## config.mk

```make
export PLATFORM = sky130hd
export DESIGN_NAME = mac_accumulator
export DESIGN_NICKNAME = d
export VERILOG_FILES = /design/src/rtl/mac_accumulator.sv
export SDC_FILE = /design/constraint.sdc
export NUM_CORES = 1
export LEC_CHECK = 0
export ABC_AREA = 1
export CAP_MARGIN = 25
export CORE_UTILIZATION = 52
export CTS_CLUSTER_SIZE = 20
export DETAILED_ROUTE_END_ITERATION = 7
export GPL_TIMING_DRIVEN = 0
export PLACE_DENSITY = 0.81
export SLEW_MARGIN = 0
export SYNTH_ARGS = -nofsm -noshare
export SYNTH_HDL_FRONTEND = slang
export SYNTH_SLANG_ARGS = --single-unit
```

## constraint.sdc

```tcl
create_clock -name clk_i -period 1.95 [get_ports clk_i]
set_input_delay 0.195 -clock clk_i [delete_from_list [all_inputs] [get_ports clk_i]]
set_output_delay 0.195 -clock clk_i [all_outputs]
set_load 0.01 [all_outputs]
```

## src/rtl/mac_accumulator.sv

```systemverilog
// Signed product accumulator with valid/ready input and registered result port.
// Optional clamping of each addition is enabled by defining MAC_SATURATE_EN.
module mac_accumulator #(
    parameter int IN_SIZE_0 = 4,
    parameter int IN_SIZE_1 = 8,
    parameter int ACC_SIZE  = 16,
    parameter int LEN_W     = 8
) (
    input  logic                           clk_i,
    input  logic                           rst_ni,
    input  logic                           start_i,
    input  logic [LEN_W-1:0]               len_i,
    input  logic [IN_SIZE_0+IN_SIZE_1-1:0] prod_i,
    input  logic                           prod_valid_i,
    output logic                           prod_ready_o,
    output logic [ACC_SIZE-1:0]            res_data_o,
    output logic                           res_valid_o,
    input  logic                           res_ready_i,
    output logic                           busy_o,
    output logic                           ovf_o
);

    localparam int PW = IN_SIZE_0 + IN_SIZE_1;

    localparam logic [1:0] S_IDLE = 2'd0;
    localparam logic [1:0] S_ACC  = 2'd1;
    localparam logic [1:0] S_DONE = 2'd2;

    logic [1:0]          r_state;
    logic [ACC_SIZE-1:0] r_acc;
    logic [LEN_W-1:0]    r_cnt;
    logic                r_ovf;

    logic                w_beat;
    logic [ACC_SIZE:0]   w_sum;
    logic                w_ovf;
    logic [ACC_SIZE-1:0] w_next;

    assign prod_ready_o = (r_state == S_ACC);
    assign res_valid_o  = (r_state == S_DONE);
    assign busy_o       = (r_state != S_IDLE);
    assign res_data_o   = r_acc;
    assign ovf_o        = r_ovf;

    assign w_beat = prod_valid_i & prod_ready_o;

    // One guard bit: overflow shows up as disagreement of the top two bits.
    always_comb begin
        w_sum = {r_acc[ACC_SIZE-1], r_acc}
              + {{(ACC_SIZE + 1 - PW){prod_i[PW-1]}}, prod_i};
        w_ovf = w_sum[ACC_SIZE] ^ w_sum[ACC_SIZE-1];
`ifdef MAC_SATURATE_EN
        if (w_ovf) begin
            w_next = w_sum[ACC_SIZE] ? {1'b1, {(ACC_SIZE-1){1'b0}}}
                                     : {1'b0, {(ACC_SIZE-1){1'b1}}};
        end else begin
            w_next = w_sum[ACC_SIZE-1:0];
        end
`else
        w_next = w_sum[ACC_SIZE-1:0];
`endif
    end

    always_ff @(posedge clk_i or negedge rst_ni) begin
        if (!rst_ni) begin
            r_state <= S_IDLE;
            r_acc   <= '0;
            r_cnt   <= '0;
            r_ovf   <= 1'b0;
        end else begin
            case (r_state)
                S_IDLE: begin
                    if (start_i) begin
                        r_acc   <= '0;
                        r_ovf   <= 1'b0;
                        r_cnt   <= len_i;
                        r_state <= (len_i == '0) ? S_DONE : S_ACC;
                    end
                end
                S_ACC: begin
                    if (w_beat) begin
                        r_acc <= w_next;
                        r_cnt <= r_cnt - 1'b1;
                        if (w_ovf) begin
                            r_ovf <= 1'b1;
                        end
                        if (r_cnt == {{(LEN_W-1){1'b0}}, 1'b1}) begin
                            r_state <= S_DONE;
                        end
                    end
                end
                S_DONE: begin
                    if (res_ready_i) begin
                        r_state <= S_IDLE;
                    end
                end
                default: r_state <= S_IDLE;
            endcase
        end
    end

endmodule

```

==> results.cfg <==
[power]
vdd_drop_max_mv = 0.964
leakage_uw = 0.00144
power.density_mw_per_mm2 = 1390

[worst_setup_path]
crit_path_end_kind = output pin
startpoint_type = register
required_ps = 1750
endpoint = prod_ready_o
cpLargestDelayFamily = buffers and inverters
cpPeakStageDelay_ps = 550
crit_path_cell_trace = nor2_4 -> clkbuf_4 -> clkdlybuf4s50_1
r2r_end = ovf_o
startpoint = r_state[1]
cp_max_fo = 10
crit_buf_inv = 2
path_class = reg2out
worstReg2RegStart = res_data_o[0]
cp.arrival_ps = 1680
r2r_slack_ps = 90
crit_path_top_delay_cell = clkdlybuf4s50_1
cp.depth = 3
r2r.worst_path.cells = 10

[final_layout]
post_route_cells_drive_above_1_share = 0.0851
seq_area_um2 = 676
final_nets = 421
antenna_cells = 0
fill_cells = 347
final_util = 0.710
final_cells = 426
multi_input_area_mm2 = 0.00140
fin_area_mm2 = 0.00288
syn_to_final_growth_pct = 29.7

[global_routing]
grt_max_degree = 20
grt_first_pass_wirelength_um = 8450
antenna_found_initial = 0
grt.overflow.total = 0
grt_pass1_vias = 2048
grt_use_total = 0.242

[timing]
hold_ws_ps = 239
rsz0062_at_grt = yes
finalWorstPathRequiredPeriod_ps = 1880
setup_viol = 0
fmax_ghz = 0.532
slew_headroom = 0.664
final_hold_viol_count = 0
skew_ps = 7.46
drv_slew = 0
finalCritPeriodShare = 0.964
worst_pin_slew_ps = 503

[drt]
drt-initial-drc-count = 117
vias = 2254
wl_met2_um = 2660
top_layer = met4
postRouteAntennaNets = 0
drtPass1Iterations = 4
vias_per_cell = 5.29
wl_met3_um = 231
drt_wl_total_um = 5210
wl_per_cell_um = 12.2
drt-met1-wl_um = 2270
drc = 0

[clock_network]
clk_latency_ps = 280
cts_max_level = 1
clkTransAtPathRegs_ps = 100
cts.path.max_buffers = 2
cts_sinks = 27
cts_tree = built
clock-root-buffer = clkbuf_8
numCtsBuffers = 3

[floorplan]
rows = 23
io_pins = 45
die_w_um = 67.3
die_area_mm2 = 0.00453
die_h_um = 67.3
core_mm2 = 0.00406
initial_core_util = 0.547

[place]
dp_hpwl_um = 4040
place.port_buffers = 44
postPlaceCellArea_mm2 = 0.00275
placed_cells = 418
place_congestion = 0.856

[logic_synthesis]
yosysWarnings = 0
synth_xor_area_frac = 0.0158
synth.net_count = 367
synth_cell_types = 34
synthSimpleGateAreaFrac = 0.313
synth_edf_count = 0
avgSynthCellArea_um2 = 6.87
synth_top_family_by_area = simple AND/OR/NAND/NOR gates
ys_seq_area_frac = 0.304
synth_top_flop_cell = dfrtp_1
synth-compound-area-share = 0.168
ys_async_sr_fraction = 1.00
yosys-mux-area-fraction = 0
synth_adder_area_share = 0.110
netlist_instances = 323
synth_seq_cells = 27
syn-cell-area_mm2 = 0.00222

[run_status]
outcome = completed

[worst_hold_path]
min_path_type = in2async

[flow_run]
drv_cap = 0
-- placed cells by master (no fill, tap or decap), types with 2 or more instances in the layout --
cell             count
a21oi_1             23
a22o_1               2
buf_4                4
buf_6                2
clkbuf_8             3
clkdlybuf4s50_1     44
dfrtp_1             27
ha_1                16
ha_4                 2
inv_1               40
nand2_1            101
nand2_2              6
nand3_1             14
nand4_1              2
nor2_1              23
nor2_8               2
nor3_1               5
nor4_1               2
o211ai_2             2
o21ai_0             30
o21bai_1             2
o22ai_1              2
xnor2_1              2
xor2_1               2
-- where the power goes --
group          internal [uW]  switching (uW)  leakage (uW)
sequential               808             199      0.000341
clock                    145             192     0.0000217
combinational           1140            1520       0.00107
total                   2100            1910       0.00144
-- per-layer routing --
metal	vias to the layer above	GRT usage
met4	0	0.0585
li1	1174	-
met1	1021	0.290
met5	-	0
met2	53	0.444
met3	6	0.0422
-- metrics by stage --
stage | setup TNS (ps) | total power (uW) | setup slack (ps)
after floorplan | 0 | 2740 | 135
after global placement | -1100 | 3490 | -252
after detailed placement | -1200 | 3550 | -260
after CTS | 0 | 3920 | 2.84
after global routing | -103 | 4390 | -32.7
final | 0 | 4000 | 70.5
-- synth_stat cells (5+ instances only) --
| master | count | area share |
|---|---|---|
| dfrtp_1 | 27 | 0.30 |
| nand2_1 | 107 | 0.18 |
| nand3_1 | 15 | 0.034 |
| nor3_1 | 5 | 0.011 |
| inv_1 | 40 | 0.068 |
| nor2_1 | 23 | 0.039 |
| a21oi_1 | 23 | 0.052 |
| o21ai_0 | 30 | 0.068 |
| ha_1 | 18 | 0.10 |
-- worst min-delay path by stage --
stage                       start            end  slack (ps)  cells past startpoint
floorplan                  rst_ni          ovf_o        -100                      0
global placement    res_data_o[7]  res_data_o[7]         490                      2
detailed placement  res_data_o[6]  res_data_o[6]         500                      2
CTS                        rst_ni  res_data_o[4]         250                      1
global route               rst_ni  res_data_o[4]         270                      1
finish                     rst_ni  res_data_o[4]         240                      1
-- cell families (layout without fill, tap and decap cells) --
kind of cell	count (synthesis)	after routing
compound gates	66	66
xor+xnor	4	4
fa+ha+maj	19	19
buf+inv	46	99
flops	27	27
simple gates	161	161
-- worst register-to-register path, cell delays in order, from the launching register on --
cell and delay [ps]:
dfrtp_1 420, ha_4 190, fa_2 410, nand2_2 100, nand2_2 60, nand3_1 120, nand2_2 90, a21oi_1 150
nand2_1 80, nand3_1 70, a21oi_1 60
-- layout make-up --
| cell class | instances | area share |
|---|---|---|
| Inverter | 43 | 0.0587 |
| Multi-Input combinational cell | 250 | 0.485 |
| Buffer | 3 | 0.0104 |
| Timing Repair Buffer | 49 | 0.173 |
| Clock inverter | 1 | 0.00261 |
| Tap cell | 50 | 0.0217 |
| Clock buffer | 3 | 0.0143 |
| Sequential cell | 27 | 0.235 |
-- what timing repair did --
item	4_1_cts	5_1_grt
gates resized for setup	1	11
setup buffers	0	4
hold buffers	0	0
hold endpoints to repair	0	0
pin swaps	0	5
setup endpoints to repair	3	6
gates cloned	0	0
-- registers in the layout, summed over array words and instances, names as in the netlist --
register    count
ovf_o           1
r_cnt           8
r_state         2
res_data_o     16
Note: power is estimated with default switching activity, not from simulation.
